--- src/rtl/l0_buf_v2.sv ---
// l0_buf_v2: L0 input buffer feeding the systolic array rows.
// One circular FIFO per row, all rows written together from a packed word.
// Reads are either parallel (all rows at once) or staggered (row i lags row 0
// by i cycles) through a read-enable chain. Also provides per-row valids,
// synchronous clear and sticky overflow/underflow flags.
module l0_buf_v2 #(
  parameter int row   = 8,
  parameter int bw    = 4,
  parameter int depth = 64
) (
  input  logic                clk,
  input  logic                reset,
  input  logic [row*bw-1:0]   in,
  input  logic                wr,
  input  logic                rd,
  input  logic                mode,
  input  logic                clr,
  output logic [row*bw-1:0]   out,
  output logic [row-1:0]      o_valid,
  output logic                o_full,
  output logic                o_ready,
  output logic                o_empty,
  output logic                o_busy,
  output logic                o_overflow,
  output logic                o_underflow
);

  localparam int AW = $clog2(depth);
  localparam int CW = AW + 1;

  // Storage and per-row bookkeeping. All rows are always written together,
  // so a single write pointer serves every row.
  logic [bw-1:0]     r_mem [row][depth];
  logic [AW-1:0]     r_wrPtr;
  logic [AW-1:0]     r_rdPtr [row];
  logic [CW-1:0]     r_cnt [row];
  logic [row-1:0]    r_rdEn;
  logic [row-1:0]    r_valid;
  logic [row*bw-1:0] r_out;
  logic              r_modeQ;
  logic              r_ovf;
  logic              r_unf;

  logic [row-1:0]    w_full;
  logic [row-1:0]    w_empty;
  logic [row-1:0]    w_pop;
  logic [row-1:0]    w_starve;
  logic [row-1:0]    w_rdEnNext;
  logic              w_wrOk;
  logic              w_wrDrop;

  // Per-row status, pop/starve decisions and write acceptance (clear wins).
  always_comb begin
    w_full   = '0;
    w_empty  = '0;
    w_pop    = '0;
    w_starve = '0;
    for (int i = 0; i < row; i++) begin
      w_full[i]   = (r_cnt[i] == CW'(depth));
      w_empty[i]  = (r_cnt[i] == '0);
      w_pop[i]    = r_rdEn[i] & ~w_empty[i] & ~clr;
      w_starve[i] = r_rdEn[i] &  w_empty[i] & ~clr;
    end
    w_wrOk   = wr & ~(|w_full) & ~clr;
    w_wrDrop = wr &  (|w_full) & ~clr;
  end

  // Next read-enable pattern: broadcast in parallel mode, shift in stagger mode.
  always_comb begin
    w_rdEnNext = {row{rd}};
    if (r_modeQ)
      w_rdEnNext = {r_rdEn[row-2:0], rd};
  end

  // Memory array write; left unreset so it can map onto RAM.
  always_ff @(posedge clk) begin
    if (w_wrOk)
      for (int i = 0; i < row; i++)
        r_mem[i][r_wrPtr] <= in[i*bw +: bw];
  end

  // Pointers and occupancy counts; a same-edge write and pop leaves cnt alone.
  always_ff @(posedge clk or negedge reset) begin
    if (!reset) begin
      r_wrPtr <= '0;
      for (int i = 0; i < row; i++) begin
        r_rdPtr[i] <= '0;
        r_cnt[i]   <= '0;
      end
    end else if (clr) begin
      r_wrPtr <= '0;
      for (int i = 0; i < row; i++) begin
        r_rdPtr[i] <= '0;
        r_cnt[i]   <= '0;
      end
    end else begin
      if (w_wrOk)
        r_wrPtr <= r_wrPtr + AW'(1);
      for (int i = 0; i < row; i++) begin
        if (w_pop[i])
          r_rdPtr[i] <= r_rdPtr[i] + AW'(1);
        r_cnt[i] <= r_cnt[i] + CW'(w_wrOk) - CW'(w_pop[i]);
      end
    end
  end

  // Read-enable chain and mode latch; mode only changes when nothing is in flight.
  always_ff @(posedge clk or negedge reset) begin
    if (!reset) begin
      r_rdEn  <= '0;
      r_modeQ <= 1'b0;
    end else if (clr) begin
      r_rdEn  <= '0;
    end else begin
      r_rdEn <= w_rdEnNext;
      if ((r_rdEn == '0) && !rd)
        r_modeQ <= mode;
    end
  end

  // Registered read data and per-row valids; out holds when a row does not pop.
  always_ff @(posedge clk or negedge reset) begin
    if (!reset) begin
      r_out   <= '0;
      r_valid <= '0;
    end else if (clr) begin
      r_valid <= '0;
    end else begin
      r_valid <= w_pop;
      for (int i = 0; i < row; i++)
        if (w_pop[i])
          r_out[i*bw +: bw] <= r_mem[i][r_rdPtr[i]];
    end
  end

  // Sticky error flags, cleared only by reset.
  always_ff @(posedge clk or negedge reset) begin
    if (!reset) begin
      r_ovf <= 1'b0;
      r_unf <= 1'b0;
    end else begin
      if (w_wrDrop)
        r_ovf <= 1'b1;
      if (|w_starve)
        r_unf <= 1'b1;
    end
  end

  assign out         = r_out;
  assign o_valid     = r_valid;
  assign o_full      = |w_full;
  assign o_ready     = ~(|w_full);
  assign o_empty     = &w_empty;
  assign o_busy      = |r_rdEn;
  assign o_overflow  = r_ovf;
  assign o_underflow = r_unf;

endmodule

--- config.mk ---
export PLATFORM = sky130hd
export DESIGN_NAME = l0_buf_v2
export DESIGN_NICKNAME = d
export VERILOG_FILES = /design/src/rtl/l0_buf_v2.sv
export SDC_FILE = /design/constraint.sdc
export NUM_CORES = 2
export LEC_CHECK = 0
export BUFFER_PORTS_ARGS = -buffer_cell sky130_fd_sc_hd__buf_2
export CAP_MARGIN = 20
export CORE_MARGIN = 1
export CORE_UTILIZATION = 50
export CTS_CLUSTER_DIAMETER = 40
export DETAILED_ROUTE_END_ITERATION = 12
export PLACE_DENSITY_LB_ADDON = 0.08
export SLEW_MARGIN = 10
export SYNTH_ARGS = -nofsm -noshare
export SYNTH_HDL_FRONTEND = slang
export SYNTH_SLANG_ARGS = --single-unit
--- constraint.sdc ---
create_clock -name clk -period 3.6 [get_ports clk]
set_input_delay 0.54 -clock clk [delete_from_list [all_inputs] [get_ports clk]]
set_output_delay 0.54 -clock clk [all_outputs]
set_load 0.02 [all_outputs]
Word-level counts from Yosys, hierarchy flattened
Memories as Yosys holds them, arrays and structs flattened.
Cells that the tools add are included.
{ "op_classes": {"add_sub_neg": 25, "multipliers": 0, "div": 0, "magnitude_cmp": 10, "n_eq_ne": 8, "n_shift": 0, "muxes": 43, "bitwise_logic": 55, "n_reduce_logical": 34} }
{ "op_table": {"columns": ["op", "n"], "rows": [
  ["$mux 256", 1],
  ["$bmux 4 s6", 8],
  ["$mux 4", 17],
  ["$ge 7x7->1 const B", 9],
  ["$not 6->7", 9],
  ["$mux 6", 10],
  ["$add 7x1->7", 8],
  ["$eq 7x7->1 const B", 8],
  ["$logic_not 7->1", 8],
  ["$mux 56", 1],
  ["$sub 7x1->7", 8],
  ["$add 6x1->6 const B", 9],
  ["$mux 48", 1],
  ["$and 1x1->1", 36],
  ["$demux 4 s6", 1],
  ["$mux 8", 3],
  ["$reduce_or 8->1", 3],
  ["$reduce_and 2->1", 9],
  ["$reduce_bool 2->1", 9],
  ["$not 1->1", 10],
  ["$logic_not 8->1", 1],
  ["$reduce_and 8->1", 1],
  ["$lt 7x1->1 const B", 1],
  ["$logic_and 1x1->1", 2],
  ["2 further kinds", 2]
]} }
{ "totals": {"regBits": 161, "latchBits": 0, "mem_bits_rw": 2048, "rom_bits": 0, "inputBits": 38, "out_inout_bits": 46, "wordCells": 206, "mem_count": 1} }
{ "mem_list": {"columns": ["memory", "words", "width", "rd", "rd_clocked_by_memory_dff", "write_ports", "line", "rtl"], "rows": [
  ["r_mem", 8, 256, 8, 0, 8, "33", "logic [bw-1:0] r_mem [row][depth];"]
]} }

Logic depth before layout (Yosys ltp)
{ "depth": {"word_depth": 8, "mapped_depth": 19} }

Least setup slack after synthesis
Ideal clock, no wire load.
{ "synth_timing": {"path_type": "flip-flop to flip-flop", "startpoint": "register r_cnt[25] in the netlist's numbering", "endpoint": "register r_cnt[13] in the netlist's numbering", "setup_ps": 78, "t_arrival_ps": 3681, "path_slack_ps": -159, "stages_incl_launch_ff": 19, "cell_sequence": "dfrtp_1 inv_1 ha_1 nand4bb_2 o22ai_1 or4_1 buf_2 inv_1 nand2_1 ha_1 inv_1 ha_1 fa_1 a21oi_1 o21bai_1 a21oi_1 nor2_1 or3_1 a21oi_1"} }
{ "synth_via": {"elab_chain_cells": 8} }
{ "synth_rtl": {"columns": ["element", "line", "rtl"], "rows": [
  ["start: declaration", "36", "logic [CW-1:0] r_cnt [row];"],
  ["start signal: indexed assignment", "102", "r_cnt[i] <= r_cnt[i] + CW'(w_wrOk) - CW'(w_pop[i]);"],
  ["$eq 7x7->1", "59", "w_full[i] = (r_cnt[i] == CW'(depth));"],
  ["$reduce_or 8->1", null, null],
  ["named net o_full", "20", "output logic o_full,"],
  ["$not 1->1", "64", "w_wrOk = wr & ~(|w_full) & ~clr;"],
  ["named net o_ready", "21", "output logic o_ready,"],
  ["$and 1x1->1 (2 in a row)", "64", null],
  ["$add 7x1->7", "102", null],
  ["$sub 7x1->7", "102", null],
  ["$mux 56", "90", "end else if (clr) begin"]
]} }
The timed path passes the listed nets, and every way through them passes these cells.
A chain may end at the register's enable or synchronous reset.

Final worst setup path
{ "layout_timing": {"startpoint": "register r_cnt[18] in the netlist's numbering", "endpoint": "register r_cnt[6] in the netlist's numbering"} }
{ "layout_via": {"elab_chain_cells": 8} }
{ "layout_rtl": {"columns": ["element", "line"], "rows": [
  ["$eq 7x7->1", "59"],
  ["$reduce_or 8->1", "64"],
  ["$not 1->1", "64"],
  ["$and 1x1->1 (2 in a row)", "64"],
  ["$add 7x1->7", "102"],
  ["$sub 7x1->7", "102"],
  ["$mux 56", "90"]
]} }
No other way between the ends.

==> results.sh <==
export IMPL_synthArstFlopShare=0.0729
export IMPL_cts_root_buf="clkbuf_16"
export IMPL_power_switching_mw=18.1
export IMPL_dp_hpwl_um=137000
export IMPL_postRouteAntennaNets=0
export IMPL_synth_edf_count=2048
export IMPL_fillers=12700
export IMPL_drc=0
export IMPL_slowest_delay_ps=560
export IMPL_timing_final_ws_setup_ps=31.7
export IMPL_max_cap_violations=0
export IMPL_fmax_mhz=280
export IMPL_synth_top_area_frac=0.700
export IMPL_utilization=0.603
export IMPL_place_port_buffers=83
export IMPL_p_int_mw=53.1
export IMPL_slew_viol_final=0
export IMPL_timing_slew_headroom=0.242
export IMPL_num_rows=153
export IMPL_viasPerCell=6.03
export IMPL_hold_viol=0
export IMPL_holdPathStages=1
export IMPL_initial_core_util=0.504
export IMPL_clk_pin_slew_worst_paths_ps=50
export IMPL_final_setup_viol_count=0
export IMPL_first_iter_violations=4967
export IMPL_wl_per_cell_um=30.3
export IMPL_end_kind="flip-flop"
export IMPL_seq_power_share=0.415
export IMPL_dr_pass1_iters=6
export IMPL_cts_htree_levels=5
export IMPL_drive_gt1_frac=0.210
export IMPL_syn_inst=4928
export IMPL_grt_ovfl_total=0
export IMPL_yosysWarnings=0
export IMPL_syn_avg_cell_area_um2=17.8
export IMPL_clockBufferDepth=4
export IMPL_power_density_nw_per_um2=678
export IMPL_worst_r2r_cell_count=17
export IMPL_die_area_um2=177000
export IMPL_critPathLaunchType="flip-flop"
export IMPL_clk_latency_ps=940
export IMPL_met2WireLength_um=114000
export IMPL_outcome="completed"
export IMPL_chipHeight_um=421
export IMPL_synth_cell_area_um2=87800
export IMPL_worst_ep_arrival_time_ps=4390
export IMPL_wl_met3_um=16400
export IMPL_top_layer_used="met5"
export IMPL_rsz0062_at_grt="true"
export IMPL_synth_nets=5055
export IMPL_die_w_um=421
export IMPL_synth_seq_cells=2209
export IMPL_yosysSeqAreaShare=0.746
export IMPL_nets=5537
export IMPL_cts_tree="built"
export IMPL_antenna_found_initial=7
export IMPL_synth_area_leader_cell="edfxtp_1"
export IMPL_cp_required_ps=4420
export IMPL_dp_slack_ps=-156
export IMPL_hold_path_class="in -> reg"
export IMPL_wl_um=242000
export IMPL_area_growth_pct=19.5
export IMPL_wl_met1_um=105000
export IMPL_finalCritPeriodShare=0.991
export IMPL_clkPwrFrac=0.428
export IMPL_grt_usage=0.270
export IMPL_slowest_stage="or4_4"
export IMPL_crit_fanout=8
export IMPL_core_um2=174000
export IMPL_numCtsBuffers=316
export IMPL_tightest_slew_ps=1140
export IMPL_grt_pass1_vias=47300
export IMPL_grt_pass1_wl_um=343000
export IMPL_yosysUniqueCellTypes=62
export IMPL_crit_path_cell_trace="inv_1 > ha_1 > nand4bb_1 > o22ai_2 > or4_4 > inv_4 > nand2_8 > ha_4 > inv_2 > ha_4 > fa_2 > a21oi_2 > o21bai_1 > a21oi_1 > nor2_1 > or3_1 > a21oi_2"
export IMPL_min_period_ps=3570
export IMPL_worstSetupPathType="reg -> reg"
export IMPL_combPwrFrac=0.157
export IMPL_grt_max_degree=90
export IMPL_gp_congestion=0.822
export IMPL_peakVddDrop_uv=454
export IMPL_clock_sinks=2209
export IMPL_synth_ff_type="edfxtp_1"
export IMPL_power_leakage_nw=34.3
export IMPL_dr_total_vias=48000
export IMPL_synth_area_top_cells="edfxtp_1 70%, mux2i_1 8.9%, dfrtp_1 4.6%"
export IMPL_ios=84
export IMPL_switching_share=0.254
export IMPL_skew_ps=59.8
-- synth_stat cells, drive strengths merged (9+ instances only) --
| cell | instances |
|---|---|
| a21o | 9 |
| a22o | 15 |
| dfrtp | 161 |
| xnor2 | 44 |
| a22oi | 372 |
| edfxtp | 2048 |
| mux2i | 781 |
| ha | 81 |
| nand3 | 131 |
| buf | 147 |
| clkbuf | 107 |
| nand2 | 146 |
| o21bai | 15 |
| or3 | 11 |
| a21oi | 109 |
| inv | 84 |
| o21ai | 30 |
| xor2 | 38 |
| and2 | 13 |
| mux4 | 154 |
| a2111oi | 17 |
| nor2 | 192 |
| nor3 | 14 |
| nand2b | 28 |
| nor2b | 51 |
| nand4 | 52 |
-- worst max-delay path: cells and delay by family, from the launching register on --
kind                       cells  cell delay (ps)
adders and majority gates      4             1020
DFF                            1              340
and+or+nand+nor                5             1290
AOI/OAI and AO/OA              5              620
buffers and inverters          3              200
-- timing repair --
action	4_1_cts	5_1_grt
pin swaps	1	33
resized for setup	5	56
endpoints found under the setup margin	8	8
hold endpoints to repair	93	62
hold buffers	6	8
buffers inserted	0	7
-- path summary, 6_finish.rpt --
kind | slack, ps | endpoint | from
hold / removal | 20 | r_mem[1][725] | in[25]
setup / recovery | 30 | r_cnt[6] | r_cnt[18]
max in group asynchronous | 2360 | r_rdPtr[12] | reset
min in group asynchronous | 260 | r_rdPtr[47] | reset
hold reg to reg | 460 | o_underflow | o_underflow
setup reg to reg | 30 | r_cnt[6] | r_cnt[18]
-- state kept, by name (all words and copies together), names as in the netlist --
name	cells
r_wrPtr	6
out	32
o_underflow	1
o_overflow	1
r_modeQ	1
r_rdPtr	48
o_valid	8
r_mem	2048
r_rdEn	8
r_cnt	56
-- area by class of cell --
type	instances	area (µm²)	area share
well taps	2325	2910	0.0277
repair buffers	418	4260	0.0406
diodes	1	2.50	0.0000238
clock inverters	166	1900	0.0181
multi-input cells	2381	21600	0.205
clock buffers	383	8470	0.0807
flip-flops and latches	2209	65600	0.625
inverters	84	318	0.00303
-- metrics by stage --
stage                     instance area, µm²  total power, mW  std cells  TNS, ps  hold slack, ps
final                                 105000             71.1       7967        0            18.4
after global placement                 93700             40.6       7377     -701             450
after detailed placement               93700             40.7       7377    -1060             454
after global routing                  105000             73.6       7967     -632            5.81
after floorplan                        87800             37.1       4928   -81300             244
after CTS                             104000             71.2       7932        0             255
-- placed cells by master (no fill, tap or decap), drive strengths merged, types with 17 or more instances in the layout --
cell type / n
dfrtp: 161
a21oi: 109
clkinvlp: 22
edfxtp: 2048
clkbuf: 383
ha: 81
nand4: 52
nor2: 192
bufinv: 32
xor2: 38
mux2i: 781
a2111oi: 17
a22oi: 372
nand3: 131
inv: 119
nand2b: 28
o21ai: 30
clkinv: 77
nor2b: 51
xnor2: 44
mux4: 154
nand2: 146
buf: 404
-- per-layer routing --
layer / track usage / vias up
met5: 0 / -
met4: 0.0716 / 2
met3: 0.0491 / 340
met2: 0.423 / 1757
met1: 0.391 / 25300
li1: - / 20600
-- cell families after synthesis --
group / count (synthesis) / share of synthesized area
AOI/OAI and AO/OA: 608 / 0.0487
muxes: 940 / 0.130
adders and majority gates: 89 / 0.0134
xor gates and xnor gates: 82 / 0.00818
buffers and inverters: 338 / 0.0177
and+or+nand+nor: 662 / 0.0362
DFF: 2209 / 0.746
-- power groups by stage --
stage / Sequential, mW / Combinational (mW) / Clock, mW
after floorplan: 29.8 / 7.29 / 0
after global placement: 30.0 / 10.6 / 0
after CTS: 29.5 / 10.8 / 30.8
after global routing: 29.6 / 12.1 / 31.9
final: 29.5 / 11.2 / 30.4
after detailed placement: 30.0 / 10.7 / 0
Note: power is estimated with default switching activity, not from simulation.
